--- config.mk ---
export PLATFORM = sky130hd
export DESIGN_NAME = eth_tx_sched
export DESIGN_NICKNAME = d
export VERILOG_FILES = /design/src/rtl/eth_pkg.sv /design/src/rtl/eth_rr_pick.sv /design/src/rtl/eth_tx_sched.sv
export SDC_FILE = /design/constraint.sdc
export NUM_CORES = 1
export LEC_CHECK = 0
export CORE_ASPECT_RATIO = 1.5
export CORE_MARGIN = 5
export CORE_UTILIZATION = 45
export CTS_CLUSTER_DIAMETER = 200
export DETAILED_ROUTE_END_ITERATION = 10
export GPL_ROUTABILITY_DRIVEN = 0
export PLACE_DENSITY = 0.87
export SLEW_MARGIN = 10
export SYNTH_ARGS = -nofsm -noshare
export SYNTH_HDL_FRONTEND = slang
export SYNTH_HIERARCHICAL = 1
export SYNTH_SLANG_ARGS = --single-unit
export TNS_END_PERCENT = 5
--- constraint.sdc ---
create_clock -name clk -period 3.9 [get_ports clk]
set_clock_uncertainty 0.05 [all_clocks]
set_input_delay 0.78 -clock clk [delete_from_list [all_inputs] [get_ports clk]]
set_output_delay 0.78 -clock clk [all_outputs]
set_load 0.05 [all_outputs]
--- src/rtl/eth_pkg.sv ---
// Shared definitions for the Ethernet transmit path: scheduler state
// encoding and frame/gap/watchdog sizing constants.
package eth_pkg;

   typedef enum logic [1:0] {
      ST_IDLE  = 2'd0,
      ST_START = 2'd1,
      ST_WAIT  = 2'd2,
      ST_IFG   = 2'd3
   } eth_tx_state_e;

   localparam int ETH_IFG_NIBBLES     = 24;
   localparam int ETH_MAX_FRAME_BYTES = 1526;
   localparam int ETH_MIN_FRAME_BYTES = 64;
   // Two nibbles per byte for the longest frame, plus margin.
   localparam int ETH_WDOG_CYCLES     = 2 * ETH_MAX_FRAME_BYTES + 48;

endpackage

--- src/rtl/eth_rr_pick.sv ---
// Combinational round-robin selector: first requester at or after ptr,
// wrapping modulo N.
module eth_rr_pick #(
   parameter int N = 3
) (
   input  logic [N-1:0] req,
   input  logic [2:0]   ptr,
   output logic [N-1:0] pick,
   output logic [2:0]   idx,
   output logic         valid
);

   logic [3:0] cand;

   // Walk offsets from the far end so the nearest requester wins last.
   always_comb begin
      pick  = '0;
      idx   = '0;
      valid = 1'b0;
      cand  = '0;
      for (int k = N - 1; k >= 0; k--) begin
         cand = {1'b0, ptr} + 4'(k);
         if (cand >= 4'(N)) begin
            cand = cand - 4'(N);
         end
         if (req[cand[2:0]]) begin
            pick            = '0;
            pick[cand[2:0]] = 1'b1;
            idx             = cand[2:0];
            valid           = 1'b1;
         end
      end
   end

endmodule

--- src/rtl/eth_tx_sched.sv ---
// Round-robin transmit scheduler sharing one MII TX engine among N sources.
// Optional frame watchdog enabled by defining ETH_TX_WDOG_EN.
module eth_tx_sched
   import eth_pkg::*;
#(
   parameter int N           = 3,
   parameter int IFG_CYCLES  = ETH_IFG_NIBBLES,
   parameter int WDOG_CYCLES = ETH_WDOG_CYCLES
) (
   input  logic            clk,
   input  logic            clr,
   input  logic [N-1:0]    req,
   input  logic [16*N-1:0] req_len,
   output logic [N-1:0]    grant,
   output logic [2:0]      sel,
   output logic            tx_start,
   output logic [15:0]     tx_len,
   input  logic            tx_done,
   output logic            tx_abort,
   output logic [N-1:0]    done_ack,
   output logic            busy,
   output logic            wdog_err,
   output logic [7:0]      err_cnt
);

   eth_tx_state_e state_q, state_d;
   logic [2:0]    ptr_q, ptr_d;
   logic [N-1:0]  grant_q, grant_d;
   logic [2:0]    sel_q, sel_d;
   logic [15:0]   tx_len_q, tx_len_d;
   logic [N-1:0]  done_ack_q, done_ack_d;
   logic [15:0]   gap_q, gap_d;

   logic [N-1:0]  pick;
   logic [2:0]    pick_idx;
   logic          pick_valid;
   logic [15:0]   pick_len;

`ifdef ETH_TX_WDOG_EN
   logic [15:0]   wd_q, wd_d;
   logic          tx_abort_q, tx_abort_d;
   logic          wdog_err_q, wdog_err_d;
   logic [7:0]    err_cnt_q, err_cnt_d;
`endif

   eth_rr_pick #(.N(N)) u_pick (
      .req   (req),
      .ptr   (ptr_q),
      .pick  (pick),
      .idx   (pick_idx),
      .valid (pick_valid)
   );

   assign pick_len = req_len[{pick_idx, 4'b0000} +: 16];

   always_comb begin
      state_d    = state_q;
      ptr_d      = ptr_q;
      grant_d    = grant_q;
      sel_d      = sel_q;
      tx_len_d   = tx_len_q;
      done_ack_d = '0;
      gap_d      = gap_q;
`ifdef ETH_TX_WDOG_EN
      wd_d       = wd_q;
      tx_abort_d = 1'b0;
      wdog_err_d = 1'b0;
      err_cnt_d  = err_cnt_q;
`endif
      unique case (state_q)
         ST_IDLE: begin
            if (pick_valid) begin
               sel_d    = pick_idx;
               tx_len_d = pick_len;
               ptr_d    = (pick_idx == 3'(N - 1)) ? 3'd0 : pick_idx + 3'd1;
               // Zero-length frames are acknowledged without touching the engine.
               if (pick_len != 16'd0) begin
                  grant_d = pick;
                  state_d = ST_START;
               end else begin
                  grant_d    = '0;
                  done_ack_d = pick;
               end
            end
         end
         ST_START: begin
            state_d = ST_WAIT;
`ifdef ETH_TX_WDOG_EN
            wd_d    = 16'd1;
`endif
         end
         ST_WAIT: begin
            if (tx_done) begin
               done_ack_d = grant_q;
               grant_d    = '0;
               gap_d      = 16'(IFG_CYCLES - 1);
               state_d    = ST_IFG;
            end
`ifdef ETH_TX_WDOG_EN
            else if (wd_q == 16'(WDOG_CYCLES - 1)) begin
               done_ack_d = grant_q;
               grant_d    = '0;
               gap_d      = 16'(IFG_CYCLES - 1);
               tx_abort_d = 1'b1;
               wdog_err_d = 1'b1;
               err_cnt_d  = (err_cnt_q == 8'hFF) ? err_cnt_q : err_cnt_q + 8'd1;
               state_d    = ST_IFG;
            end else begin
               wd_d = wd_q + 16'd1;
            end
`endif
         end
         ST_IFG: begin
            if (gap_q == 16'd0) begin
               state_d = ST_IDLE;
            end else begin
               gap_d = gap_q - 16'd1;
            end
         end
         default: state_d = ST_IDLE;
      endcase
   end

   always_ff @(posedge clk or negedge clr) begin
      if (!clr) begin
         state_q    <= ST_IDLE;
         ptr_q      <= '0;
         grant_q    <= '0;
         sel_q      <= '0;
         tx_len_q   <= '0;
         done_ack_q <= '0;
         gap_q      <= '0;
      end else begin
         state_q    <= state_d;
         ptr_q      <= ptr_d;
         grant_q    <= grant_d;
         sel_q      <= sel_d;
         tx_len_q   <= tx_len_d;
         done_ack_q <= done_ack_d;
         gap_q      <= gap_d;
      end
   end

`ifdef ETH_TX_WDOG_EN
   always_ff @(posedge clk or negedge clr) begin
      if (!clr) begin
         wd_q       <= '0;
         tx_abort_q <= 1'b0;
         wdog_err_q <= 1'b0;
         err_cnt_q  <= '0;
      end else begin
         wd_q       <= wd_d;
         tx_abort_q <= tx_abort_d;
         wdog_err_q <= wdog_err_d;
         err_cnt_q  <= err_cnt_d;
      end
   end

   assign tx_abort = tx_abort_q;
   assign wdog_err = wdog_err_q;
   assign err_cnt  = err_cnt_q;
`else
   assign tx_abort = 1'b0;
   assign wdog_err = 1'b0;
   assign err_cnt  = 8'd0;
`endif

   assign grant    = grant_q;
   assign sel      = sel_q;
   assign tx_len   = tx_len_q;
   assign done_ack = done_ack_q;
   assign tx_start = (state_q == ST_START);
   assign busy     = (state_q != ST_IDLE);

endmodule
## After elaboration in Yosys (flattened, before gate mapping)

Index checks and enable logic that the tools add are counted.

| word-level totals | value |
|---|---|
| flip-flop bits (word level) | 46 |
| input bits | 54 |
| output and inout bits | 37 |
| logic and storage cells | 87 |

| operators by class | value |
|---|---|
| add/subtract/negate cells | 7 |
| magnitude comparators | 9 |
| equality and inequality tests | 9 |
| shift-type cells | 1 |
| muxes and demuxes | 41 |
| reduce and logical (&&, ||, !) cells | 13 |

Operators by type and width:

| operator | number |
|---|---|
| $mux 3 | 16 |
| $shiftx 48x8->16 | 1 |
| $mux 16 | 2 |
| $pmux 16 s2 | 1 |
| $logic_not 16->1 | 1 |
| $reduce_bool 16->1 | 1 |
| $sub 16x1->16 const B | 1 |
| $pmux 3 s2 | 2 |
| $ne 2x2->1 const B | 5 |
| $ge 3x1->1 const B | 3 |
| $lt 3x3->1 const B | 3 |
| $mux 1 | 9 |
| $sub 3x2->3 const B | 3 |
| $ge 4x2->1 const B | 2 |
| $mux 2 | 4 |
| $pmux 2 s4 | 1 |
| $bmux 1 s2 | 3 |
| $demux 1 s2 | 3 |
| $reduce_and 3->1 | 2 |
| $reduce_bool 2->1 | 3 |
| $add 3x1->4 const B | 1 |
| $add 3x2->4 const B | 1 |
| $eq 2x2->1 const B | 2 |
| $reduce_and 4->1 | 1 |
| 7 further kinds | 9 |

## Depth between registers and ports, before layout

Gate-level depths: netlist of the first run.

| logic depth | value |
|---|---|
| word-level depth | 13 |
| gate-level depth with buffers | 17 |
| depth with buffers taken out | 14 |

## Hierarchy

The synthesis of the first run kept the hierarchy.

By module, submodules not included:

| module | times used | cells each | area each (um2) |
|---|---|---|---|
| eth_tx_sched | 1 | 286 | 2653.8 |
| eth_rr_pick | 1 | 110 | 785.8 |

## Worst setup path after synthesis of the first run

No wires, ideal clock.

| timing | value |
|---|---|
| kind | reg2reg |
| start | register ptr_q[1] |
| end | register state_q[1] |
| setup time | 0.128 ns |
| arrival time | 3.847 ns |
| setup slack | -0.124 ns |
| stages on the path, launching flop included | 15 |
| period minus slack after synthesis | 4.024 ns |
| cell sequence | dfrtp_1 > ha_1 > ha_1 > a211oi_1 > mux2i_1 > or2_1 > nand2_1 > o32a_1 > buf_2 > clkbuf_1 > o21ai_0 > nand4_1 > or2_1 > o31ai_4 > mux2_1 |

| on the way | value |
|---|---|
| longest elaborated chain between the ends | 12 |

RTL lines:

| what | RTL line | text |
|---|---|---|
| start: declaration | eth_tx_sched.sv:27 | `logic [2:0] ptr_q, ptr_d;` |
| start signal: assignment | eth_tx_sched.sv:135 | `ptr_q <= ptr_d;` |
| $add 3x2->4 | eth_rr_pick.sv:22 | `cand = {1'b0, ptr} + 4'(k);` |
| $ge 4x2->1 or $sub 3x2->3 (tied branches) | eth_rr_pick.sv:23, eth_rr_pick.sv:24 |  |
| $mux 3 | eth_rr_pick.sv:23 | `if (cand >= 4'(N)) begin` |
| $bmux 1 s2 | eth_rr_pick.sv:26 | `if (req[cand[2:0]]) begin` |
| $mux 1 (implied by the code) | eth_rr_pick.sv:26 |  |
| $mux 3 (2 in a row) | eth_rr_pick.sv:26 |  |
| $mux 3 * | eth_rr_pick.sv:26 |  |
| net pick_idx[0] | eth_tx_sched.sv:35 | `logic [2:0] pick_idx;` |
| $shiftx 48x8->16 * | eth_tx_sched.sv:54 | `assign pick_len = req_len[{pick_idx, 4'b0000} +: 16];` |
| $reduce_bool 16->1 * | eth_tx_sched.sv:77 | `if (pick_len != 16'd0) begin` |
| $ne 2x2->1 (no source line) * | -- |  |
| $reduce_and 4->1 (no source line) * | -- |  |
| end signal: assignment | eth_tx_sched.sv:134 | `state_q <= state_d;` |
| end: declaration | eth_tx_sched.sv:26 | `eth_tx_state_e state_q, state_d;` |

The timed path passes the listed nets; every way through them passes the cells marked *. The select of a mux whose other input is x is not followed.
A chain may end at the register's enable or synchronous reset.

## Worst setup path after layout of the first run

Ends and elaborated chain as after synthesis.

==> results of run 1 <==
## per-layer routing
| metal | vias up | part of all wire [%] |
|---|---|---|
| li1 | 1681 | - |
| met1 | 1788 | 34 |
| met2 | 286 | 51 |
| met3 | 98 | 7.4 |
| met4 | 0 | 8.3 |
| met5 | - | 0 |
## registers in the layout, summed over array words and instances, names as in the netlist
name      flops
gap_q        16
tx_len       16
done_ack      3
grant         3
ptr_q         3
sel           3
state_q       2
## area by class of cell
cell class / instances / area, um2 / area share (%)
inverter: 15 / 58.81 / 1.130
clock buffer: 5 / 125.1 / 2.404
sequential: 46 / 1152 / 22.14
timing repair buffer: 145 / 1351 / 25.96
multi-input combinational: 315 / 2346 / 45.07
clock inverter: 3 / 43.79 / 0.8413
tap: 102 / 127.6 / 2.452
## cell families (layout without fill, tap and decap cells)
kind of cell / count (synthesis) / after routing / synth area share, %
buffers and inverters: 44 / 168 / 6.693
and+or+nand+nor: 141 / 141 / 21.39
xor gates and xnor gates: 15 / 15 / 3.819
muxes: 27 / 27 / 8.876
AOI/OAI and AO/OA: 108 / 108 / 20.55
DFF: 46 / 46 / 33.47
other: 1 / 10 / 0.1090
adders and majority gates: 14 / 14 / 5.093
## cells in the mapped netlist (4+ instances only)
master / n / area (um2)
or2_1: 5 / 31.28
a21oi_1: 22 / 110.1
nand3_1: 8 / 40.04
buf_4: 11 / 82.58
nand4_1: 7 / 43.79
mux2_2: 11 / 123.9
nand2b_1: 20 / 125.1
mux2_1: 9 / 101.4
a32o_1: 4 / 40.04
clkbuf_1: 13 / 48.80
mux2i_1: 5 / 50.05
ha_1: 14 / 175.2
nor3_1: 10 / 50.05
nor2_1: 28 / 105.1
dfrtp_1: 46 / 1151
o21ai_1: 13 / 65.06
xnor2_1: 11 / 96.34
inv_1: 15 / 56.30
nor4_1: 5 / 31.28
nand2_1: 35 / 131.4
xor2_1: 4 / 35.03
o21ai_0: 31 / 155.2
## metrics by stage
stage	instance area, um2	worst slack, ps	cells	setup TNS [ps]	utilization, %
after floorplan	3480	12.47	405	0	-
after global placement	4627	-127.1	606	-408.1	61.17
after detailed placement	4627	-265.1	606	-1138	61.17
after CTS	5064	-52.51	630	-52.51	66.95
after global routing	5205	-242.1	631	-1283	68.82
final	5205	-99.04	631	-185.5	68.82
## worst register-to-register path, stage by stage (launching register included)
cell and delay [ps]:
dfrtp_2 440, buf_6 150, ha_1 250, or4b_4 570
and3_1 230, o21ai_2 160, nand2_2 100, o32a_1 390
buf_12 190, buf_4 200, o21ai_2 170, nand4_1 110
or2_4 280, o31ai_4 260, mux2_4 340
## worst min-delay path by stage
stage                  end  slack [ps]  cells past startpoint
4_1_cts         tx_len[14]         440                      2
3_3_place_gp    tx_len[15]         430                      2
5_1_grt          tx_len[9]         480                      2
6_report        tx_len[11]         440                      2
3_5_place_dp    tx_len[14]         430                      2
2_1_floorplan  done_ack[0]         430                      0
## repair_timing
action                                  CTS  global route
resized for setup                        27            37
cloned                                    2             1
pin swaps                                11            12
buffers inserted                         15             1
endpoints found under the setup margin    7             8
hold buffers                              0             0
==> out/qor.csv, run 1 <==
stage;metric;value;unit
worst_setup_path;crit end category;flop;
worst_setup_path;Reg2Reg Setup Slack;-100;ps
global_routing;Overflow after GRT;0;
route;DR pass1 iterations;5;
yosys;syn_area_per_cell;8.686;um2
global_routing;largest net degree at the start of global routing;47;
sta;minimum clock period;3999;ps
global_routing;first-pass GRT wire length;19.08;mm
cts;Root Driver;clkbuf_16;
cts;Worst-path clk slew;70;ps
floorplanning;Initial Util;45.48;%
worst_setup_path;WS Path Type;reg2reg;
global_routing;overall routing resource usage;26.14;%
sta;final number of setup-violating endpoints;4;
global_routing;GRT met1 Usage;27.74;%
global_routing;busiest grt layer;met2;
yosys;Post-synth ARST share;100.0;%
worst_setup_path;worst-path cell chain;buf_6 -> ha_1 -> or4b_4 -> and3_1 -> o21ai_2 -> nand2_2 -> o32a_1 -> buf_12 -> buf_4 -> o21ai_2 -> nand4_1 -> or2_4 -> o31ai_4 -> mux2_4;
global_routing;GR Layer Usage met2;45.97;%
floorplanning;Core Rows;39;
yosys;Post-Syn Area;3440;um2
sta;worst hold slack;441.7;ps
global_routing;global routing usage on met3;4.900;%
worst_setup_path;CP dominant cell by count;o21ai_2;
floorplanning;core box area;7564;um2
worst_setup_path;RR Startpoint;ptr_q[1];
cts;Bufs on Longest Clock Path;2;
worst_setup_path;slowest stage delay, CP;570;ps
route;Via density;6.106;
cells_and_area;Area Growth Syn to Fin;51.33;%
sta;Worst Tran Pin Value;1034;ps
floorplanning;Die Wd;81.39;um
cells_and_area;ANT cells;0;
sta;Setup WS post-layout;-99.04;ps
worst_setup_path;worst setup path start;ptr_q[1];
cells_and_area;most frequent cells in the layout;79 x clkdlybuf4s50_1, 54 x buf_4, 45 x dfrtp_1;
worst_setup_path;cell family with most CP delay;simple AND/OR/NAND/NOR gates;
min_path;hold_sp;tx_len[11];
yosys;cells after synthesis;396;
sta;Max transition margin;31.05;%
cells_and_area;Fillers;491;
route;vias;3853;
floorplanning;io pins;91;
route;1st-iter DRT viols;431;
cts;CTS sink cnt;46;
job;max-cap viol count;0;
sta;fmax;0.2501;GHz
yosys;library cells used by synthesis;66;
cts;H-tree depth;2;
route;post-route antenna net violation count;0;
sta;Final Max Tran Viols;0;
cts;CTS buffer count;5;
worst_setup_path;CP startpoint kind;flop;
route;WL/cell;21.04;um
outcome;violated checks;negative setup slack;
worst_setup_path;critical path's slowest cell;or4b_4;
worst_setup_path;crit path to;state_q[1];
floorplanning;die area;9528;um2
placed_design;I/O Buffers;80;
global_routing;initial antenna violation count;0;
yosys;number of synthesized flops with an enable pin;0;
worst_setup_path;Worst Path Arrival;4130;ps
route;wirelength, routed;13.28;mm
yosys;sequential fraction of the synthesis area;33.47;%
worst_setup_path;Crit Path Max Fanout;27;
yosys;Yosys reg bits;46;
worst_setup_path;Crit. path cell count;14;
yosys;predominant post-synthesis flop cell;dfrtp_1;
cells_and_area;layout cells sized above 1;26.84;%
cells_and_area;most common cell after layout, fill and taps aside;clkdlybuf4s50_1;
route;DRC;0;
worst_setup_path;r2r worst-path depth;14;
sta;Hold Vio Cnt, Final;0;
worst_setup_path;RR Endpoint;state_q[1];
worst_setup_path;WP data required;4030;ps
placed_design;DP HPWL;7.689;mm
outcome;status;finished with violations;
sta;fin crit share;102.5;%
global_routing;vias in the first global route;3870;
cts;Clk Latency, worst-skew pair;300;ps
cts;CTS tree;done;
yosys;synthesis warning total;6;
floorplanning;Die Height;117.1;um
cells_and_area;Layout Nets;596;
sta;RSZ-0062 raised after global routing;yes;
worst_setup_path;Buf+Inv Stages, Crit Path;3;
min_path;HP Class;reg2reg;
Power of run 1 is left out: the tool's default activity adds up to more than one toggle a clock period on the data nets, which glitch-free logic cannot reach.
==> inputs of run 2 (changes only) <==
--- a/config.mk
+++ b/config.mk
@@ -11,8 +11,8 @@
 export CTS_CLUSTER_DIAMETER = 200
 export DETAILED_ROUTE_END_ITERATION = 10
 export GPL_ROUTABILITY_DRIVEN = 0
+export GPL_TIMING_DRIVEN = 0
 export PLACE_DENSITY = 0.87
-export SLEW_MARGIN = 10
 export SYNTH_ARGS = -nofsm -noshare
 export SYNTH_HDL_FRONTEND = slang
 export SYNTH_HIERARCHICAL = 1
==> run 2 against run 1 <==
Compared with the run above:
- the flow still finishes with violations (negative setup slack)
- utilization down 3.2 points
- worst hold slack got worse by 50 ps
- design area shrank 4.6%
- first-iteration DRC count is 20% lower
==> out/qor.csv, run 2 (synthesized netlist as in run 1, its figures left out) <==
stage;metric;value;unit
floorplanning;die area;9528;um2
min_path;HP Class;in2async;
cts;hold_buf cts;0;
cells_and_area;layout cells sized above 1;23.39;%
route;WL/cell;17.49;um
worst_setup_path;CP startpoint kind;flop;
job;max-cap viol count;0;
floorplanning;Initial Util;45.48;%
placed_design;DP HPWL;7.550;mm
global_routing;vias in the first global route;3528;
global_routing;overall routing resource usage;21.86;%
route;vias;3634;
floorplanning;Core Rows;39;
worst_setup_path;crit end category;flop;
cells_and_area;Area Growth Syn to Fin;44.38;%
sta;Final Max Tran Viols;0;
sta;RSZ-0062 raised after global routing;yes;
cells_and_area;Fillers;553;
floorplanning;core box area;7564;um2
cts;H-tree depth;2;
cts;Clk Latency, worst-skew pair;290;ps
cts;CTS buffer count;5;
placed_design;I/O Buffers;80;
outcome;violated checks;negative setup slack;
route;wirelength, routed;10.76;mm
cells_and_area;Layout Nets;580;
placed_design;post-place setup slack;-731.2;ps
sta;Hold Vio Cnt, Final;0;
cells_and_area;most frequent cells in the layout;77 x clkdlybuf4s50_1, 44 x dfrtp_1, 35 x nand2_1;
route;1st-iter DRT viols;344;
cts;CTS sink cnt;46;
sta;Max transition margin;63.05;%
sta;Setup WS post-layout;-172.9;ps
global_routing;Overflow after GRT;0;
outcome;status;finished with violations;
floorplanning;io pins;91;
cells_and_area;ANT cells;0;
sta;final number of setup-violating endpoints;7;
route;DR pass1 iterations;5;
sta;Worst Tran Pin Value;552.6;ps
route;Via density;5.909;
cts;CTS tree;done;
global_routing;largest net degree at the start of global routing;28;
worst_setup_path;Worst Path Arrival;4200;ps
route;post-route antenna net violation count;0;
worst_setup_path;RR Startpoint;ptr_q[0];
cts;Bufs on Longest Clock Path;2;
worst_setup_path;worst setup path start;ptr_q[0];
sta;fmax;0.2455;GHz
worst_setup_path;WS Path Type;reg2reg;
sta;fin crit share;104.4;%
route;DRC;0;
floorplanning;Die Wd;81.39;um
worst_setup_path;WP data required;4030;ps
floorplanning;Die Height;117.1;um
cts;Worst-path clk slew;70;ps
global_routing;first-pass GRT wire length;16.32;mm
sta;minimum clock period;4073;ps
cts;Root Driver;clkbuf_16;
cells_and_area;most common cell after layout, fill and taps aside;clkdlybuf4s50_1;
worst_setup_path;Crit Path Max Fanout;10;
global_routing;initial antenna violation count;0;
## run 2: layout make-up
cell class	instances	area (um2)	share of cell area, %
Inverter	15	60.06	1.209
Multi-Input combinational cell	315	2310	46.51
Clock buffer	5	125.1	2.520
Clock inverter	3	28.78	0.5795
Buffer	27	190.2	3.830
Sequential cell	46	1154	23.23
Timing Repair Buffer	102	970.9	19.55
Tap cell	102	127.6	2.570
## run 2: through the flow
stage / cell area (um2) / hold WS, ps / cells / utilization [%] / setup TNS [ps]
6_report: 4966 / 392.1 / 615 / 65.66 / -716.1
5_1_grt: 4966 / 423.8 / 615 / 65.66 / -1099
4_1_cts: 4852 / 402.1 / 609 / 64.15 / -75.42
3_5_place_dp: 4423 / 419.2 / 588 / 58.48 / -4486
3_3_place_gp: 4408 / 412.3 / 587 / 58.28 / -3809
2_1_floorplan: 3480 / 434.4 / 405 / - / 0
## run 2: critical path, cell delays in order (launching register included)
cell and delay, ps:
dfrtp_1 430, ha_2 220, ha_4 290, and4bb_4 260
mux2_4 330, a311o_1 430, and2_0 170, o32a_2 440
clkbuf_8 230, o21ai_4 200, nand4_1 120, or2_4 270
o31ai_4 210, mux2_4 320
## run 2: repair_timing
action / CTS / global route
setup buffers: 14 / 7
gates resized for setup: 51 / 20
pin swaps: 12 / 13
cloned: 0 / 0
endpoints found under the setup margin: 8 / 8
## run 2: path summary, 6_finish.rpt
check | to | cells past startpoint | slack, ps
worst max-delay path | state_q[1] | 13 | -170
worst min-delay path | gap_q[15] | 1 | 390
worst max register to register | state_q[1] | 13 | -170
worst min register to register | tx_len[12] | 2 | 430
max in group asynchronous | tx_len[0] | 2 | 2890
min in group clk | tx_len[12] | 2 | 430
## run 2: routing by layer
metal | GRT usage (%) | share of wire, % | wire length [um]
met1 | 22.52 | 35 | 3768
met2 | 39.66 | 51 | 5488
met3 | 4.441 | 7.7 | 826
met4 | 13.53 | 6.3 | 677
met5 | 0 | 0 | 0
Power of run 2 is left out for the same reason.
==> inputs of run 3 (changes only) <==
--- a/config.mk
+++ b/config.mk
@@ -6,13 +6,14 @@
 export NUM_CORES = 1
 export LEC_CHECK = 0
 export CORE_ASPECT_RATIO = 1.5
-export CORE_MARGIN = 5
+export CORE_MARGIN = 3
 export CORE_UTILIZATION = 45
 export CTS_CLUSTER_DIAMETER = 200
 export DETAILED_ROUTE_END_ITERATION = 10
 export GPL_ROUTABILITY_DRIVEN = 0
 export GPL_TIMING_DRIVEN = 0
 export PLACE_DENSITY = 0.87
+export RECOVER_POWER = 25
 export SYNTH_ARGS = -nofsm -noshare
 export SYNTH_HDL_FRONTEND = slang
 export SYNTH_HIERARCHICAL = 1
==> run 3 against run 2 <==
Compared with the run above:
- the run ends with max-capacitance violations, max-slew violations, negative setup slack left
- sequential cell count did not move
- global-route usage rose by 2.1 points
- fmax rose by 0.68%
- routed wire length rose by 6.5%
- count of clock-buffer cells in the layout did not move
- via count rose by 1.2%
- critical path type unchanged
==> out/qor.csv, run 3 (synthesized netlist as in run 1, its figures left out) <==
stage;metric;value;unit
sta;Worst Tran Pin Value;2172;ps
worst_setup_path;Worst Path Arrival;4200;ps
outcome;status;finished with violations;
worst_setup_path;CP startpoint kind;flop;
route;vias;3679;
placed_design;DP HPWL;7.360;mm
cells_and_area;post-route design area;5069;um2
route;wirelength, routed;11.46;mm
sta;fin crit share;103.7;%
sta;Max transition margin;-44.81;%
min_path;HP Class;in2async;
worst_setup_path;worst-path cell chain;ha_4 -> ha_4 -> and4bb_4 -> mux2_4 -> a311o_1 -> a21oi_2 -> o31ai_2 -> buf_6 -> buf_6 -> mux2_4 -> o21ai_2 -> nand4_1 -> or2_4 -> o31ai_4 -> mux2_4;
global_routing;overall routing resource usage;23.99;%
worst_setup_path;WS Path Type;reg2reg;
global_routing;largest net degree at the start of global routing;41;
worst_setup_path;cell family with most CP delay;compound AO/OA/AOI/OAI gates;
placed_design;Placement Cell Area;4420;um2
route;WL/cell;18.33;um
floorplanning;Core Rows;38;
floorplanning;io pins;91;
global_routing;initial antenna violation count;0;
cells_and_area;layout cells sized above 1;25.14;%
cells_and_area;most common cell after layout, fill and taps aside;clkdlybuf4s50_1;
cells_and_area;Cell Count, Final, Fillers Out;625;
cells_and_area;most frequent cells in the layout;77 x clkdlybuf4s50_1, 44 x dfrtp_1, 39 x buf_4;
sta;Setup WS post-layout;-145.5;ps
route;DRC;0;
worst_setup_path;Buf+Inv Stages, Crit Path;2;
route;1st-iter DRT viols;255;
sta;Hold Vio Cnt, Final;0;
cells_and_area;ANT cells;0;
sta;minimum clock period;4045;ps
sta;fmax;0.2472;GHz
worst_setup_path;crit end category;flop;
route;post-route antenna net violation count;0;
floorplanning;core box area;7322;um2
global_routing;first-pass GRT wire length;17.11;mm
floorplanning;die area;8750;um2
cts;Worst-path clk slew;90;ps
job;max-cap viol count;1;
cts;H-tree depth;2;
cts;Bufs on Longest Clock Path;2;
worst_setup_path;WP data required;4050;ps
sta;Final Max Tran Viols;41;
outcome;violated checks;max-capacitance violations, max-slew violations, negative setup slack;
cells_and_area;Fillers;527;
cts;Root Driver;clkbuf_8;
sta;final number of setup-violating endpoints;4;
worst_setup_path;CP dominant cell by count;mux2_4;
global_routing;Overflow after GRT;0;
route;DR pass1 iterations;5;
sta;worst hold slack;289.4;ps
worst_setup_path;critical path's slowest cell;dfrtp_1;
cts;Clk Latency, worst-skew pair;310;ps
sta;RSZ-0062 raised after global routing;yes;
route;Via density;5.886;
placed_design;placed insts;586;
worst_setup_path;slowest stage delay, CP;450;ps
worst_setup_path;Crit Path Max Fanout;6;
floorplanning;Initial Util;46.98;%
placed_design;I/O Buffers;80;
cells_and_area;Layout Nets;592;
cts;CTS tree;done;
cells_and_area;Area Growth Syn to Fin;47.36;%
cts;CTS buffer count;5;
cts;CTS sink cnt;46;
global_routing;vias in the first global route;3721;
floorplanning;Die Height;113.1;um
floorplanning;Die Wd;77.39;um
-- run 3: cell types whose count changed in the layout (fill, tap and decap cells not counted), moves of 3 or more --
cell	before	now
buf_8	0	4
a21oi_2	6	1
clkbuf_16	5	0
a21oi_1	16	21
clkbuf_8	2	5
buf_4	32	39
-- run 3: final timing paths --
path,start,end,cells past startpoint,slack [ps]
worst max register to register,ptr_q[0],state_q[1],15,-150
min in group clk,tx_len[0],tx_len[0],2,460
worst min register to register,tx_len[0],tx_len[0],2,460
worst max-delay path,ptr_q[0],state_q[1],15,-150
worst min-delay path,clr,gap_q[14],1,290
max in group asynchronous,clr,ptr_q[2],2,1000
-- run 3: per-stage QoR --
step	setup WS (ps)	setup TNS, ps	util (%)
floorplan	12.47	0	-
global placement	-663.8	-3943	60.17
detailed placement	-759.6	-4735	60.37
CTS	-33.40	-33.40	66.85
global route	-255.1	-776.5	69.22
finish	-145.5	-224.6	69.22
-- run 3: layer usage --
| layer | share of wire (%) | global-route usage, % | up-vias |
|---|---|---|---|
| li1 | - | - | 1665 |
| met1 | 33 | 24.08 | 1738 |
| met2 | 54 | 45.35 | 220 |
| met3 | 7.0 | 4.936 | 56 |
| met4 | 6.0 | 13.06 | 0 |
| met5 | 0 | 0 | - |
-- run 3: what timing repair did --
item                                    CTS  global route
cloned                                    1             0
resized for setup                        53            35
hold buffers                              0             0
buffers inserted                         23             8
pin swaps                                15            18
endpoints found under the setup margin    8             8
-- run 3: final cells by class --
cell class | instances | area [um2] | area share, %
flip-flops and latches | 46 | 1154 | 22.76
clock inverters | 3 | 23.77 | 0.4690
multi-input cells | 315 | 2350 | 46.36
clock buffers | 5 | 68.82 | 1.358
inverters | 15 | 60.06 | 1.185
repair buffers | 113 | 1072 | 21.16
plain buffers | 28 | 215.2 | 4.246
well taps | 100 | 125.1 | 2.469
Power of run 3 is left out for the same reason.
